<file path="src/rtl/univ_reg_pkg.sv">
// Shared constants for the universal-register command sequencer: select codes,
// command opcodes and the sequencer state encoding.
package univ_reg_pkg;

    localparam logic [1:0] SEL_HOLD = 2'b00;
    localparam logic [1:0] SEL_SHR  = 2'b01;
    localparam logic [1:0] SEL_SHL  = 2'b10;
    localparam logic [1:0] SEL_LOAD = 2'b11;

    localparam logic [1:0] OP_LOAD = 2'b00;
    localparam logic [1:0] OP_SHR  = 2'b01;
    localparam logic [1:0] OP_SHL  = 2'b10;
    localparam logic [1:0] OP_ROT  = 2'b11;

    localparam logic [1:0] ST_IDLE  = 2'd0;
    localparam logic [1:0] ST_LOAD  = 2'd1;
    localparam logic [1:0] ST_SHIFT = 2'd2;
    localparam logic [1:0] ST_DONE  = 2'd3;

    typedef enum logic [1:0] {
        S_IDLE  = ST_IDLE,
        S_LOAD  = ST_LOAD,
        S_SHIFT = ST_SHIFT,
        S_DONE  = ST_DONE
    } state_t;

    // True when the opcode is followed by serial shift cycles.
    function automatic logic op_shifts(input logic [1:0] op, input logic rot_en);
        return (op == OP_SHR) || (op == OP_SHL) || (rot_en && (op == OP_ROT));
    endfunction

endpackage

</file>
<file path="src/rtl/univ_reg_core.sv">
// WIDTH-bit universal register: hold, shift right, shift left, parallel load.
// Each bit picks its next value from its neighbours or the serial inputs.
module univ_reg_core
    import univ_reg_pkg::*;
#(
    parameter int WIDTH = 4
) (
    input  logic             clk,
    input  logic             rst,
    input  logic [1:0]       sel,
    input  logic [WIDTH-1:0] data,
    input  logic             ser_r,
    input  logic             ser_l,
    output logic [WIDTH-1:0] q
);

    logic [WIDTH-1:0] q_next;

    for (genvar gi = 0; gi < WIDTH; gi++) begin : g_bit
        logic right_src;
        logic left_src;

        // Shift right feeds the MSB from ser_r; shift left feeds the LSB from ser_l.
        if (gi == WIDTH - 1) begin : g_msb
            assign right_src = ser_r;
        end else begin : g_mid_r
            assign right_src = q[gi+1];
        end

        if (gi == 0) begin : g_lsb
            assign left_src = ser_l;
        end else begin : g_mid_l
            assign left_src = q[gi-1];
        end

        assign q_next[gi] = (sel == SEL_LOAD) ? data[gi]  :
                            (sel == SEL_SHR)  ? right_src :
                            (sel == SEL_SHL)  ? left_src  :
                                                q[gi];
    end

    always_ff @(posedge clk or posedge rst) begin
        if (rst) begin
            q <= '0;
        end else begin
            q <= q_next;
        end
    end

endmodule

</file>
<file path="src/rtl/univ_reg_seq.sv">
// One-shot command sequencer: parallel load then N serial shifts on a universal register.
// Define UNIV_REG_SEQ_ROT_EN to make op=11 rotate right; otherwise op=11 acts as a load.
module univ_reg_seq
    import univ_reg_pkg::*;
#(
    parameter int WIDTH = 4,
    parameter int CNT_W = 3
) (
    input  logic             clk,
    input  logic             rst,
    input  logic             start,
    input  logic [1:0]       op,
    input  logic [CNT_W-1:0] cnt,
    input  logic [WIDTH-1:0] din,
    input  logic             ser_in,
    output logic [1:0]       sel,
    output logic [WIDTH-1:0] q,
    output logic             busy,
    output logic             done
);

    state_t           state_reg, state_next;
    logic [1:0]       op_reg;
    logic [CNT_W-1:0] cnt_reg;
    logic [CNT_W-1:0] rem_reg;
    logic [WIDTH-1:0] din_reg;
    logic             ser_r;

`ifdef UNIV_REG_SEQ_ROT_EN
    localparam logic ROT_EN = 1'b1;
    // Rotation recirculates the LSB into the MSB instead of taking ser_in.
    assign ser_r = (op_reg == OP_ROT) ? q[0] : ser_in;
`else
    localparam logic ROT_EN = 1'b0;
    assign ser_r = ser_in;
`endif

    always_ff @(posedge clk or posedge rst) begin
        if (rst) begin
            state_reg <= S_IDLE;
            op_reg    <= '0;
            cnt_reg   <= '0;
            din_reg   <= '0;
            rem_reg   <= '0;
        end else begin
            state_reg <= state_next;
            if (state_reg == S_IDLE && start) begin
                op_reg  <= op;
                cnt_reg <= cnt;
                din_reg <= din;
            end
            if (state_reg == S_LOAD) begin
                rem_reg <= cnt_reg;
            end else if (state_reg == S_SHIFT) begin
                rem_reg <= rem_reg - CNT_W'(1);
            end
        end
    end

    always_comb begin
        state_next = state_reg;
        sel        = SEL_HOLD;
        case (state_reg)
            S_IDLE: begin
                if (start) state_next = S_LOAD;
            end
            S_LOAD: begin
                sel        = SEL_LOAD;
                state_next = (op_shifts(op_reg, ROT_EN) && cnt_reg != '0) ? S_SHIFT : S_DONE;
            end
            S_SHIFT: begin
                sel = (op_reg == OP_SHL) ? SEL_SHL : SEL_SHR;
                if (rem_reg == CNT_W'(1)) state_next = S_DONE;
            end
            S_DONE: begin
                state_next = S_IDLE;
            end
            default: state_next = S_IDLE;
        endcase
    end

    assign busy = (state_reg != S_IDLE);
    assign done = (state_reg == S_DONE);

    univ_reg_core #(
        .WIDTH(WIDTH)
    ) u_core (
        .clk  (clk),
        .rst  (rst),
        .sel  (sel),
        .data (din_reg),
        .ser_r(ser_r),
        .ser_l(ser_in),
        .q    (q)
    );

endmodule
</file>
<file path="config.mk">
export PLATFORM = sky130hd
export DESIGN_NAME = univ_reg_seq
export DESIGN_NICKNAME = d
export VERILOG_FILES = /design/src/rtl/univ_reg_pkg.sv /design/src/rtl/univ_reg_core.sv /design/src/rtl/univ_reg_seq.sv
export SDC_FILE = /design/constraint.sdc
export NUM_CORES = 1
export LEC_CHECK = 0
export CORE_MARGIN = 2
export CORE_UTILIZATION = 30
export CTS_BUF_LIST = sky130_fd_sc_hd__clkbuf_4
export CTS_CLUSTER_SIZE = 25
export DETAILED_ROUTE_END_ITERATION = 8
export PLACE_DENSITY = 0.52
export SYNTH_ARGS = -nofsm -noshare
export SYNTH_HDL_FRONTEND = slang
export SYNTH_HIERARCHICAL = 1
export SYNTH_SLANG_ARGS = --single-unit
</file>
<file path="constraint.sdc">
create_clock -name clk -period 2.2 [get_ports clk]
set_input_delay 0.66 -clock clk [delete_from_list [all_inputs] [get_ports clk]]
set_output_delay 0.66 -clock clk [all_outputs]
set_load 0.02 [all_outputs]
</file>
Yosys cells after proc, flatten, opt, wreduce, memory -nomap -nowiden

Index checks and enable logic that the tools add are counted.

Muxes and demuxes: 20
Reduce and logical (&&, ||, !) cells: 9
Equality and inequality tests: 11
Add/sub/neg operators: 1

Operator list:

| operator                                                                | count |
|---|---|
| 1-bit 2-to-1 mux                                                        | 13 |
| 2-bit equality test, second input constant                              | 5 |
| 2-bit one-hot mux with 4 select lines                                   | 1 |
| 2-bit by 1-bit equality test with 1-bit output, second input constant   | 3 |
| 2-bit 2-to-1 mux                                                        | 3 |
| 3-bit 2-to-1 mux                                                        | 2 |
| 3-bit nonzero test                                                      | 2 |
| 2-bit one-hot mux with 2 select lines                                   | 1 |
| 2-bit nonzero test                                                      | 2 |
| 3-bit by 1-bit equality test with 1-bit output, second input constant   | 1 |
| 3-bit by 1-bit subtractor with 3-bit output, second input constant      | 1 |
| 1-bit logical AND                                                       | 2 |
| 2-bit logical NOT                                                       | 1 |
| 2-bit by 1-bit inequality test with 1-bit output, second input constant | 1 |
| 2-bit inequality test, second input constant                            | 1 |
| 2-bit AND reduction                                                     | 1 |
| 1-bit logical OR                                                        | 1 |

Register bits after elaboration: 18
Logic and storage cells: 47
Output and inout bits: 8

Depth between registers and ports, before layout

Depth after elaboration: 7
Depth in mapped cells: 6
Mapped depth without buffers: 5

By module

The synthesis kept the hierarchy.

Modules (own cells, without submodules):

| module        | cells an instance | seq. area each (sq um) | times used | area each (sq um) |
|---|---|---|---|---|
| univ_reg_seq  | 64                | 350.3                  | 1          | 783.3 |
| univ_reg_core | 9                 | 100.1                  | 1          | 209.0 |

Least setup slack after synthesis

Ideal clock, no wire load.

Path type: reg-to-reg
Start: register state_reg[0]
End: register u_core.q[2]
Cell stages (with the launch flop): 6
Arrival: 2.015 ns
Slack: 0.044 ns
Setup time: 0.140 ns
Path buffers: 1
Path through: dfrtp_1 -> inv_1 -> ha_1 -> buf_2 -> nor2b_1 -> mux4_1

Cells in the longest elaborated chain, start to end: 5
Elaborated cells on any way between the ends: 9
Classes of those cells: 5 x eq/ne; 3 x mux; 1 x reduce/logical

RTL lines:

| what                                                                                         | RTL line            | source |
|---|---|---|
| start, declared                                                                              | univ_reg_seq.sv:22  | `state_t state_reg, state_next;` |
| start signal, assigned                                                                       | univ_reg_seq.sv:46  | `state_reg <= state_next;` |
| 2-bit equality test / 2-bit by 1-bit equality test with 1-bit output (equally long branches) | univ_reg_seq.sv:63  | `case (state_reg)` |
| 2-bit one-hot mux with 2 select lines *                                                      | univ_reg_seq.sv:63  |  |
| named net sel[1]                                                                             | univ_reg_seq.sv:16  | `output logic [1:0] sel,` |
| 2-bit by 1-bit equality test with 1-bit output                                               | univ_reg_core.sv:37 | `(sel == SEL_SHR) ? right_src :` |
| 1-bit 2-to-1 mux                                                                             | univ_reg_core.sv:37 |  |
| 1-bit 2-to-1 mux                                                                             | univ_reg_core.sv:36 | `assign q_next[gi] = (sel == SEL_LOAD) ? data[gi] :` |
| end signal, assigned                                                                         | univ_reg_core.sv:46 | `q <= q_next;` |
| end, declared                                                                                | univ_reg_core.sv:14 | `output logic [WIDTH-1:0] q` |

The timed path passes the listed nets; every way through them passes the cells marked *.
A chain may end at the register's enable or synchronous reset.

Final worst setup path

Start: register state_reg[1]
End: output port sel[1]

Cells in the longest elaborated chain, start to end: 2
Elaborated cells on any way between the ends: 3
Classes of those cells: 2 x eq/ne; 1 x mux

RTL lines:

| what                                                                                         | RTL line |
|---|---|
| 2-bit equality test / 2-bit by 1-bit equality test with 1-bit output (equally long branches) | univ_reg_seq.sv:63 |
| 2-bit one-hot mux with 2 select lines *                                                      | univ_reg_seq.sv:63 |
| end, declared                                                                                | univ_reg_seq.sv:16 |

Mark *: on every way between the ends. The rest lies on a longest branch, timed or not.

==> reports/qor.yml <==
synth:
  synth_area_leaders: "dfrtp_1 (45%), mux4_1 (11%), mux2_2 (10%), ha_1 (10%), inv_1 (3.0%)"
  yosysTopAreaCell: "dfrtp_1"
  synth_seq_area_share: 0.4540
  netlist_area_um2: 992.2
  synth_simple_gate_area_share: 0.07945
  synth_most_common_cell: "dfrtp_1"
  synth.yosys.warnings: 6
  synth_top_area_frac: 0.4540
  synth_edf_count: 0
  ys_ff_latch: 18
  yosysUniqueCellTypes: 25
  syn_nets: 94
  syn_avg_cell_area_um2: 13.59
  synth_top_family_by_area: "multiplexers"
  synth_fa_ha_area_frac: 0.1009
  synth-xor-area-share: 0
  synth_compound_area_frac: 0.09332
  ys.flop_type: "dfrtp_1"
  synth_common_cells: "dfrtp_1 (18), mux2_2 (9), ha_1 (8), inv_1 (8), mux4_1 (4)"
  synthCells: 73
  synthArstFlopShare: 1.000
  synthMuxAreaShare: 0.2295
setup_path:
  reg2reg_to: "u_core/q[3]"
  slowest_stage: "dfrtp_1"
  r2r_setup_slack_ns: 0.42
  critPathMaxStageDelay_ns: 0.39
  startpoint_type: "flip-flop"
  crit_fanout: 3
  worstReg2RegStart: "state_reg[1]"
  worstPathRequired_ns: 1.54
  reg2regPathDepth: 5
  path_cells: "inv_1 -> ha_1 -> nor2b_1 -> buf_4"
  cp-end-kind: "output port"
  path_class: "reg -> out"
  arrival_ns: 1.42
power_and_ir_drop:
  p_leak_nw: 0.5955
  switching_share: 0.3784
  seq_power_share: 0.307
  total_power_mw: 2.034
  combPwrFrac: 0.609
  pwr_density_cell_nw_per_um2: 1543
  power_switching_mw: 0.7697
  p_int_mw: 1.265
  ir_drop_uv: 585.1
  clkPwrFrac: 0.084
clocking:
  cts.sink_count: 18
  cts_buffer_depth: 2
  root_buffer: "clkbuf_4"
  clk_latency_ns: 0.29
  cts_buffers: 3
  clkTransAtPathRegs_ns: 0.10
  cts_tree: "done"
  htreeDepth: 1
  hold_buffers: 0
timing:
  finalSetupViolations: 0
  hold_violations: 0
  tightestPinTransition_ns: 0.5675
  setup_tns_ns: 0
  slew_headroom: 0.6212
  fin_crit_ns: 2.085
  maxSlewViolCount: 0
  hold-worst-slack_ns: 0.5192
  finClkSkew_ns: 0.0007481
  min_period_over_period: 0.9475
  rsz0062_at_grt: "false"
  fmax_mhz: 479.7
routing:
  drt-pass1-iter-count: 4
  vias: 667
  routed_wl_um: 1936
  drtIter0Drc: 17
  ant_nets: 0
  drc_errors: 0
  detail_route.wl_per_cell_um: 13.08
  vias_per_cell: 4.507
worst_hold_path:
  hold_path.class: "reg -> reg"
  hold_end: "op_reg[0]"
  worstHoldStart: "op_reg[0]"
  hold_depth: 1
floorplanning:
  design.core.area_um2: 3103
  die_x_um: 61.51
  ios: 21
  die_h_um: 61.51
  initial_core_util: 0.3198
  rows: 20
  dieArea_um2: 3783
grt:
  grt_max_degree: 15
  grt_pass1_wl_um: 3139
  grt_pass1_vias: 682
  antenna_found_initial: 0
  overflow: 0
  grt_usage: 0.1173
place:
  io_buffer_count: 20
  placed_cells_incl_taps: 144
  dpl.hpwl_um: 1573
  place_congestion: 0.7407
outcome:
  outcome: "complete, no violations"
flow_run:
  drv_cap: 0
final_layout:
  final_nets: 126
  fill_cells: 304
  area_growth_pct: 32.91
  num_antenna_cells: 0
  utilization: 0.4250
  drive_gt1_frac: 0.2788
  instances_no_fill: 148
## logic make-up (layout without fill, tap and decap cells)
family,after synthesis,in the layout
DFF,18,18
adders and majority gates,8,8
buffers and inverters,10,41
AOI/OAI and AO/OA,12,12
and+or+nand+nor,10,10
muxes,15,15
## timing repair
item                                    CTS  global route
pin swaps                                 0             0
buffers inserted                          0             0
endpoints found under the setup margin    4             2
endpoints found under the hold margin     0             0
resized for setup                         9             2
## cells in the final DEF (no fill, tap or decap), types with 3 or more instances in the layout
cell type         n
buf_4            10
mux4_1            4
clkbuf_4          3
clkdlybuf4s50_1  16
mux2_2            9
ha_1              8
inv_1             8
dfrtp_1          18
nor2_1            3
## worst max path at each step
stage | end | startpoint | cells past startpoint
2_1_floorplan | u_core/q[2] | state_reg[0] | 5
3_3_place_gp | sel[1] | state_reg[1] | 4
3_5_place_dp | sel[1] | state_reg[1] | 4
4_1_cts | sel[0] | state_reg[0] | 5
5_1_grt | sel[1] | state_reg[1] | 4
6_report | sel[1] | state_reg[1] | 4
## power by group through the flow
stage,clock (mW),sequential (mW),combinational [mW]
2_1_floorplan,0,0.650,0.795
6_report,0.171,0.625,1.24
3_3_place_gp,0,0.629,1.27
5_1_grt,0.198,0.650,1.35
4_1_cts,0.181,0.625,1.26
3_5_place_dp,0,0.634,1.29
## per-layer routing
layer | track usage | vias to the layer above | part of all wire
met2 | 0.1835 | 17 | 0.48
met1 | 0.1592 | 319 | 0.46
li1 | - | 326 | -
met3 | 0.006303 | 5 | 0.034
met5 | 0 | - | 0
met4 | 0.07295 | 0 | 0.026
## worst max-delay path, delay by kind of cell, from the launching register on
family	cells	cell delay (ns)
fa+ha+maj	1	0.31
buf+inv	2	0.25
flops	1	0.39
simple gates	1	0.18
## cell type report
type	count	area, um^2	area share
repair buffers	29	257.7	0.1954
multi-input cells	45	499.2	0.3786
flip-flops and latches	18	450.4	0.3416
inverters	8	30.03	0.02277
clock inverters	1	3.754	0.002846
well taps	44	55.05	0.04175
clock buffers	3	22.52	0.01708
## through the flow
step / worst slack [ns] / area, um^2
after global routing: 0.002218 / 1319
after CTS: 0.01243 / 1323
final: 0.1155 / 1319
after floorplan: 0.04419 / 992.2
after detailed placement: -0.01054 / 1303
after global placement: 0.001398 / 1303
Power figures use the tool's default switching activity.
